File: src/rtl/ifetch_unit.sv
// Instruction fetch unit: IDLE/FETCH/HOLD sequencer that fetches one word per
// handshake and redirects on taken branches. Fetch timeout is optional via IFETCH_TIMEOUT_EN.
module ifetch_unit (
  input  logic              clk,
  input  logic              reset,
  input  logic              cpu_stall,
  input  logic              branch_taken,
  input  logic signed [7:0] branch_offset,
  output logic              imem_read,
  output logic [9:0]        imem_address,
  input  logic [31:0]       imem_readdata,
  input  logic              imem_busywait,
  output logic [31:0]       pc,
  output logic [31:0]       instruction,
  output logic              instr_valid,
  output logic              cpu_busywait,
  output logic              fetch_err
);

`ifdef IFETCH_TIMEOUT_EN
  typedef enum logic [1:0] {IDLE = 2'd0, FETCH = 2'd1, HOLD = 2'd2, ERROR = 2'd3} state_t;
`else
  typedef enum logic [1:0] {IDLE = 2'd0, FETCH = 2'd1, HOLD = 2'd2} state_t;
`endif

  state_t state, state_nxt;
  logic   fetch_done;
  logic   accept;

  // Word offset is relative to the sequential address; modulo-2^32 wrap is intended.
  function automatic logic [31:0] next_pc(input logic [31:0] cur, input logic take,
                                          input logic signed [7:0] off);
    logic [31:0] seq;
    seq = cur + 32'd4;
    return take ? seq + {{22{off[7]}}, off, 2'b00} : seq;
  endfunction

  assign fetch_done   = (state == FETCH) && !imem_busywait;
  assign accept       = (state == HOLD) && !cpu_stall;
  assign imem_address = pc[9:0];

`ifdef IFETCH_TIMEOUT_EN
  logic [5:0] to_cnt;

  always_ff @(posedge clk) begin
    if (reset)
      to_cnt <= 6'd0;
    else if (state_nxt == FETCH && state != FETCH)
      to_cnt <= 6'd0;
    else if (state == FETCH && imem_busywait)
      to_cnt <= to_cnt + 6'd1;
  end
`endif

  always_ff @(posedge clk) begin
    if (reset)
      state <= IDLE;
    else
      state <= state_nxt;
  end

  always_comb begin
    state_nxt    = state;
    imem_read    = 1'b0;
    cpu_busywait = 1'b1;
    fetch_err    = 1'b0;
    case (state)
      IDLE:  state_nxt = FETCH;
      FETCH: begin
        imem_read = 1'b1;
        if (!imem_busywait)
          state_nxt = HOLD;
`ifdef IFETCH_TIMEOUT_EN
        else if (to_cnt == 6'd63)
          state_nxt = ERROR;
`endif
      end
      HOLD: begin
        cpu_busywait = 1'b0;
        if (!cpu_stall)
          state_nxt = FETCH;
      end
`ifdef IFETCH_TIMEOUT_EN
      ERROR: fetch_err = 1'b1;
`endif
      default: state_nxt = IDLE;
    endcase
  end

  // Response data is only taken in FETCH, so late memory replies are dropped.
  always_ff @(posedge clk) begin
    if (reset) begin
      pc          <= 32'd0;
      instruction <= 32'd0;
      instr_valid <= 1'b0;
    end else begin
      if (fetch_done) begin
        instruction <= imem_readdata;
        instr_valid <= 1'b1;
      end
      if (accept) begin
        pc          <= next_pc(pc, branch_taken, branch_offset);
        instr_valid <= 1'b0;
      end
    end
  end

endmodule

File: config.mk
export PLATFORM = sky130hd
export DESIGN_NAME = ifetch_unit
export DESIGN_NICKNAME = d
export VERILOG_FILES = /design/src/rtl/ifetch_unit.sv
export SDC_FILE = /design/constraint.sdc
export NUM_CORES = 1
export LEC_CHECK = 0
export CORE_UTILIZATION = 55
export DETAILED_ROUTE_END_ITERATION = 10
export PLACE_DENSITY = 0.87
export SLEW_MARGIN = 10
export SYNTH_ARGS = -nofsm -noshare
export SYNTH_HDL_FRONTEND = slang
export SYNTH_SLANG_ARGS = --single-unit
export TNS_END_PERCENT = 5
File: constraint.sdc
create_clock -name clk -period 8.6 [get_ports clk]
set_clock_uncertainty 0.1 [all_clocks]
set_input_delay 1.72 -clock clk [delete_from_list [all_inputs] [get_ports clk]]
set_output_delay 1.72 -clock clk [all_outputs]
set_load 0.02 [all_outputs]
-- Word-level counts from Yosys, hierarchy flattened
Cells that the tools add are included.
- bits in registers: 67
- input bits: 45
- equal/unequal tests: 4
- $add $sub $neg: 2
- multiplexer cells: 6
- reductions and logical operators: 7
- operators with widths (operator ; number):
    $add A32 B3 Y32 const B ; 1
    $add A32 B32 Y32 ; 1
    $mux W32 ; 1
    $pmux W2 S3 ; 1
    $mux W2 ; 2
    $ne A2 B2 Y1 const B ; 2
    $eq A2 B1 Y1 const B ; 1
    $eq A2 B2 Y1 const B ; 1
    $logic_and A1 B1 Y1 ; 2
    $logic_not A1 Y1 ; 2
    $logic_not A2 Y1 ; 1
    $mux W1 ; 2
    $reduce_and A2 Y1 ; 1
    $reduce_or A2 Y1 ; 1

-- Logic depth before layout (Yosys ltp)
Gate-level depths: netlist (run 1).
- depth after elaboration: 3
- gate-level depth with buffers: 15
- gate-level depth less buffers: 14

-- Worst setup path after synthesis (run 1)
No wires, ideal clock.
- kind: input to register
- start: in branch_offset[0]
- end: reg pc[16]
- arrival: 3589 ps
- library setup time: 122 ps
- required time: 8378 ps
- buffers on the path: 0
- path slack: 4790 ps
- stages: 9
- cell sequence: ha_1 fa_1 a21oi_1 o21ai_0 a21oi_1 o21ai_1 a21boi_1 mux2i_1 a221o_1
- word-level cells in the longest chain between the ends: 2
- RTL lines (element ; RTL line ; text):
    start, declared ; 8 ; input logic signed [7:0] branch_offset,
    $add A32 B32 Y32 ; 35 ; return take ? seq + {{22{off[7]}}, off, 2'b00} : seq;
    $mux W32 ; 35 ;
    end signal, assigned ; 102 ; pc <= next_pc(pc, branch_taken, branch_offset);
    end, declared ; 13 ; output logic [31:0] pc,
Every way passes these cells.
A chain may end at the register's enable or synchronous reset.

==> results of run 1 <==
## critical path, stage by stage
cell and delay [ps]:
clkdlybuf4s50_1 410, buf_4 250, nor4b_1 730, nand2_1 870, a31oi_1 400, o21ai_0 120, o311a_1 170, nand2_1 80
## worst paths after layout
check,startpoint,end,slack [ps]
worst min-delay path,instruction[24],instruction[24],360
worst max register to register,pc[2],pc[29],4240
worst max-delay path,reset,pc[24],4030
worst min register to register,instruction[24],instruction[24],360
## synthesized netlist by cell type, drive strengths merged, types with 2 or more instances
master / instances / area share [%]
o21a: 2 / 0.30
a221oi: 3 / 0.52
o2111ai: 2 / 0.35
nand2b: 3 / 0.37
a221o: 3 / 0.59
or4: 2 / 0.37
and4: 4 / 0.71
xnor2: 33 / 5.7
o21bai: 5 / 0.74
o211ai: 4 / 0.59
or3: 2 / 0.25
o31ai: 3 / 0.44
a21o: 15 / 2.2
or2: 5 / 0.62
nor3: 22 / 2.5
o22ai: 2 / 0.25
o311a: 2 / 0.39
nand2: 128 / 9.5
inv: 10 / 0.74
and2: 7 / 0.86
nor2b: 3 / 0.37
clkbuf: 26 / 1.9
a31oi: 7 / 0.86
buf: 19 / 2.6
mux2i: 7 / 1.4
xor2: 17 / 2.9
nand3: 15 / 1.5
a21boi: 2 / 0.30
dfxtp: 65 / 26
a31o: 2 / 0.35
a21oi: 80 / 7.9
o21ai: 49 / 4.8
a22oi: 7 / 1.0
o221ai: 2 / 0.35
nor2: 38 / 2.9
nand4: 15 / 2.3
nor4: 9 / 1.8
and3: 14 / 1.7
ha: 37 / 9.1
## kinds of logic after synthesis
family / Yosys count / synth area share, %
flops: 65 / 25.6
simple gates: 269 / 25.9
other cells: 1 / 0.0739
compound gates: 199 / 23.6
fa+ha+maj: 38 / 9.51
mux: 7 / 1.38
buf+inv: 55 / 5.27
xor+xnor: 50 / 8.63
## layout make-up
cell class              count  area, µm²
well taps                 108        135
fillers                   712       2420
repair buffers            120       1190
multi-input cells         568       3530
clock inverters             6       90.1
inverters                  10       37.5
clock buffers              10        138
flip-flops and latches     65       1300
## flip-flops by register name (all words and copies together), names as in the netlist
register,count
instruction,32
pc,30
state,2
instr_valid,1
## layer usage
layer	part of all wire (%)	up-vias	global-route usage (%)
met4	4.1	0	17.1
met1	40	2587	42.3
met2	47	301	52.9
met5	0	-	0
li1	-	2619	-
met3	8.3	54	5.80
## where the power goes
part	total (mW)	switching, mW	internal, mW
clock	0.312	0.139	0.172
sequential	0.323	0.0108	0.312
combinational	0.162	0.0903	0.0717
total	0.797	0.241	0.556
## layout by cell type (no fill, tap or decap), drive strengths merged, types with 5 or more instances in the layout
cell / count
nand2: 128
clkdlybuf4s50: 117
a21oi: 80
dfxtp: 65
o21ai: 49
nor2: 38
ha: 37
xnor2: 33
nor3: 22
xor2: 17
nand3: 15
a21o: 15
nand4: 15
and3: 14
inv: 11
clkbuf: 10
nor4: 9
and2: 7
a31oi: 7
a22oi: 7
mux2i: 7
o21bai: 5
conb: 5
or2: 5
## per-stage QoR
stage,power [mW],instance area (µm²)
floorplan,0.423,5090
global placement,0.482,6190
detailed placement,0.488,6190
CTS,0.794,6420
global route,0.825,6430
finish,0.797,6430
==> results.md, run 1 <==
* Max Fclk at 219 MHz
* Tmin final at 4570 ps
* Async SR Flop Fraction at 0%
* Number of max-cap violations at 0
* PostCTS Resize Cnt at 0
* Mean post-synth cell area at 7.42 µm²
* PwrDens at 124 mW/mm²
* Final net count at 857
* Max-slew violations at 0
* Setup WS pre-CTS at 3780 ps
* Port bufs at 117
* H-tree depth at 3
* Vias in the first global route at 5173
* Worst-path clk slew at 80 ps
* Slew HR at 26.2%
* Final Hold Fails at 0
* Setup ws final at 4030 ps
* Antenna Nets Post-Route at 0
* Leak Pwr at 2.62 nW
* Reg2Reg Depth at 14
* Class of the worst hold path: flop to flop
* Die Area at 0.00962 mm²
* Post-synth EDFFs at 0
* Clk buf depth at 2
* Final HPWL DP at 11.5 mm
* RePlAce Congestion at 0.998
* Worst Path Required at 8790 ps
* CTS buffer count at 9
* Clock Latency Late Sink at 350 ps
* Drc violations at 5
* CTS Sinks at 65
* Setup TNS at 0 ps
* Initial Util at 57.4%
* DR vias at 5561
* Iter 0 DRT Violations at 478
* Setup Viol. Count Final at 0
* Slew @ Worst Pin at 1100 ps
* Hold path depth at 2
* Failing checks: design-rule violations
* Layout cells sized above 1 at 5.01%
* Gr ovfl total at 0
* Root Driver: clkbuf_8
* Mapped Cells at 684
* P&R area growth vs syn at 26.6%
* Outcome: finished with violations
* Diodes inserted at 0
* RSZ-0062 raised after global routing: no
* I/O pins at 123
* Final hold slack at 356 ps
* Post-synth top flop: dfxtp_1
* Wire per inst at 18.1 µm
* Period utilization at 53.2%
* Hold_buf cts at 0
* Type of origin of the critical path: primary input
* CP max FO at 38
* Routed Wire Length at 16.0 mm
* Post-CTS setup buffer count at 0
* Vias per cell at 6.27
* CP Data Arrival Time at 4760 ps
* Core Rows at 34
* Final core utilization at 72.6%
* Placed cell count at 871
* Register area share after synthesis at 25.6%
* Chip Width at 98.1 µm
* Non-filler instance count after layout at 887
* Cell area after synthesis at 0.00508 mm²
* First-pass GRT wire length at 25.4 mm
* Pin count of the biggest net entering global routing at 39
* Seq cells post-synth at 65
* Critical path class: primary input to flop
* Critical path endpoint category: flop
* Core ar. at 0.00885 mm²
* Yosys warns at 0
* VDD IR-drop max at 0.0985 mV
* TritonRoute pass-1 iters at 8
* CTS tree: built
* Yosys cell types at 68
* Die Y at 98.1 µm
* Initial antenna violation count at 0
* Total GRT Usage at 32.9%
(Power assumes the default switching activity.)
==> run 2, diff against run 1 <==
--- a/config.mk
+++ b/config.mk
@@ -5,9 +5,9 @@
 export SDC_FILE = /design/constraint.sdc
 export NUM_CORES = 1
 export LEC_CHECK = 0
-export CORE_UTILIZATION = 55
+export CORE_UTILIZATION = 46
 export DETAILED_ROUTE_END_ITERATION = 10
-export PLACE_DENSITY = 0.87
+export PLACE_DENSITY = 0.78
 export SLEW_MARGIN = 10
 export SYNTH_ARGS = -nofsm -noshare
 export SYNTH_HDL_FRONTEND = slang
==> constraint.sdc (replaced) <==
create_clock -name clk -period 3.9 [get_ports clk]
set_clock_uncertainty 0.1 [all_clocks]
set_input_delay 0.78 -clock clk [delete_from_list [all_inputs] [get_ports clk]]
set_output_delay 0.78 -clock clk [all_outputs]
set_load 0.02 [all_outputs]
==> results.md, run 2 (synthesis gave the netlist of run 1 again) <==
* RSZ-0062 raised after global routing: yes
* Hold Path Sink: instruction[18]
* Number of max-cap violations at 0 (unchanged)
* Critical path class: flop to flop
* Period utilization at 95.7%
* Gr ovfl total at 0 (unchanged)
* First-pass GRT wire length at 26.9 mm (+5.8%)
* Placed cell count at 936 (+7.5%)
* RePlAce Congestion at 0.996 (-0.23%)
* CTS buffer count at 9 (unchanged)
* Max FFs per register at 32 (unchanged)
* Max Fclk at 268 MHz
* Final HPWL DP at 13.1 mm (+14%)
* Non-filler instance count after layout at 956 (+7.8%)
* Die Y at 107 µm (+9.2%)
* Slew @ Worst Pin at 722 ps (-382 ps)
* WL met1 at 7.33 mm (+13%)
* Chip Width at 107 µm (+9.2%)
* Outcome: complete, no violations
* Pin count of the biggest net entering global routing at 34 (-13%)
* CTS tree: built
* Core Rows at 37 (+8.8%)
* Hold path depth at 2 (unchanged)
* Worst r2r src: pc[6]
* Total GRT Usage at 29.9% (-3.0 points)
* CP max FO at 6 (-84%)
* Final core utilization at 64.6% (-8.0 points)
* Worst Path Required at 4050 ps (-4740 ps)
* P_int at 1.16 mW (+110%)
* Class of the worst hold path: flop to flop
* Iter 0 DRT Violations at 470 (-1.7%)
* Drc violations at 0 (-5)
* Leak Pwr at 2.86 nW (+9.0%)
* Hold_buf cts at 0 (unchanged)
* Reg with most FFs: instruction
* Worst R2R Setup Slack at 170 ps (-4070 ps)
* Setup Viol. Count Final at 0 (unchanged)
* TritonRoute pass-1 iters at 5 (-3)
* H-tree depth at 3 (unchanged)
* P&R area growth vs syn at 33.8%
* Top sig layer: met4
* Wire per inst at 17.9 µm (-1.0%)
* Tmin final at 3730 ps
* Antenna Nets Post-Route at 0 (unchanged)
* Metal3 WL at 1.08 mm (-19%)
* Diodes inserted at 0 (unchanged)
* Die Area at 0.0115 mm² (+19%)
* Layout cells sized above 1 at 10.0% (+5.0 points)
* Initial antenna violation count at 0 (unchanged)
* Clock Latency Late Sink at 370 ps (+20 ps)
* CTS Sinks at 65 (unchanged)
* Type of origin of the critical path: flop
* Root Driver: clkbuf_8
* PwrDens at 252 mW/mm² (+100%)
* DR vias at 5624 (+1.1%)
* Worst r2r dst: pc[30]
* Logic pwr share at 22.4% (+2.1 points)
* CP Data Arrival Time at 3880 ps (-880 ps)
* Vias in the first global route at 5444 (+5.2%)
* Sw Ratio at 32.1% (+1.9 points)
* Metal2 WL at 8.18 mm (+8.2%)
* Final Hold Fails at 0 (unchanged)
* Commonest non-fill, non-tap cell in the layout: nand2_1
* Reg2Reg Depth at 14 (unchanged)
* Initial Util at 48.3% (-9.1 points)
* Min-delay src: instruction[18]
* I/O pins at 123 (unchanged)
* Most frequent cells in the layout: 128 x nand2_1, 117 x clkdlybuf4s50_1, 80 x a21oi_1
* Seq pwr share at 41.6% (+1.1 points)
* VDD IR-drop max at 0.210 mV (+110%)
* NetSw at 0.549 mW (+130%)
* Port bufs at 117 (unchanged)
* Core ar. at 0.0105 mm² (+19%)
* Routed Wire Length at 17.1 mm (+6.7%)
* Top flop regs: instruction x32, pc x30, state x2
* Clock power share at 36.0% (-3.1 points)
* Slew HR at 51.7% (+25 points)
* Clk buf depth at 2 (unchanged)
* Worst-path clk slew at 80 ps (about the same)
* Critical path endpoint category: flop
* Vias per cell at 5.88 (-6.2%)
* Final net count at 898 (+4.8%)
* Max-slew violations at 0 (unchanged)
## run 2: what timing repair did
item | 4_1_cts | 5_1_grt
setup buffers | 0 | 3
endpoints found under the setup margin | 0 | 9
gates resized for setup | 0 | 7
## run 2: power by group through the flow
stage	registers, mW	clock network [mW]	logic, mW
floorplan	0.750	0	0.183
global placement	0.722	0	0.368
detailed placement	0.725	0	0.374
CTS	0.709	0.625	0.376
global route	0.714	0.651	0.413
finish	0.711	0.617	0.383
## run 2: per-stage QoR
stage	hold slack [ps]	instance area [µm²]	TNS [ps]	setup WS [ps]	power (mW)
floorplan	417	5090	0	305	0.934
global placement	342	6520	0	84.2	1.09
CTS	359	6720	0	26.1	1.71
global route	375	6790	-82.4	-72.7	1.78
finish	356	6790	0	170	1.71
detailed placement	347	6520	0	53.8	1.10
## run 2: how the worst max path moves through the flow
stage,startpoint,to,slack (ps),cells past startpoint
floorplan,pc[9],pc[31],310,14
global placement,pc[14],pc[31],80,13
detailed placement,pc[14],pc[31],50,13
CTS,pc[9],pc[30],30,12
global route,pc[6],pc[30],-70,14
finish,pc[6],pc[30],170,14
## run 2: area by class of cell
cell class / instances / area, µm²
fill: 933 / 3720
inverter: 10 / 37.5
multi-input combinational: 568 / 3560
clock buffer: 9 / 124
sequential: 65 / 1300
tap: 136 / 170
clock inverter: 7 / 77.6
timing repair buffer: 161 / 1520
## run 2: worst max-delay path, cell delays in order, from the launching register on
cell and delay, ps:
dfxtp_1 410, and4_2 310, nand3_1 210, nor2_4 290, nand4_1 150, xnor2_1 210
ha_1 310, buf_4 160, nand2_1 150, o21a_1 210, o221ai_1 140, a221o_1 370
a221oi_1 340, a211o_1 170, nand3_1 60
## run 2: layer usage
| layer | global-route usage, % | vias to the layer above |
|---|---|---|
| met3 | 4.68 | 40 |
| met1 | 37.8 | 2648 |
| met5 | 0 | - |
| li1 | - | 2702 |
| met2 | 49.5 | 234 |
| met4 | 14.6 | 0 |
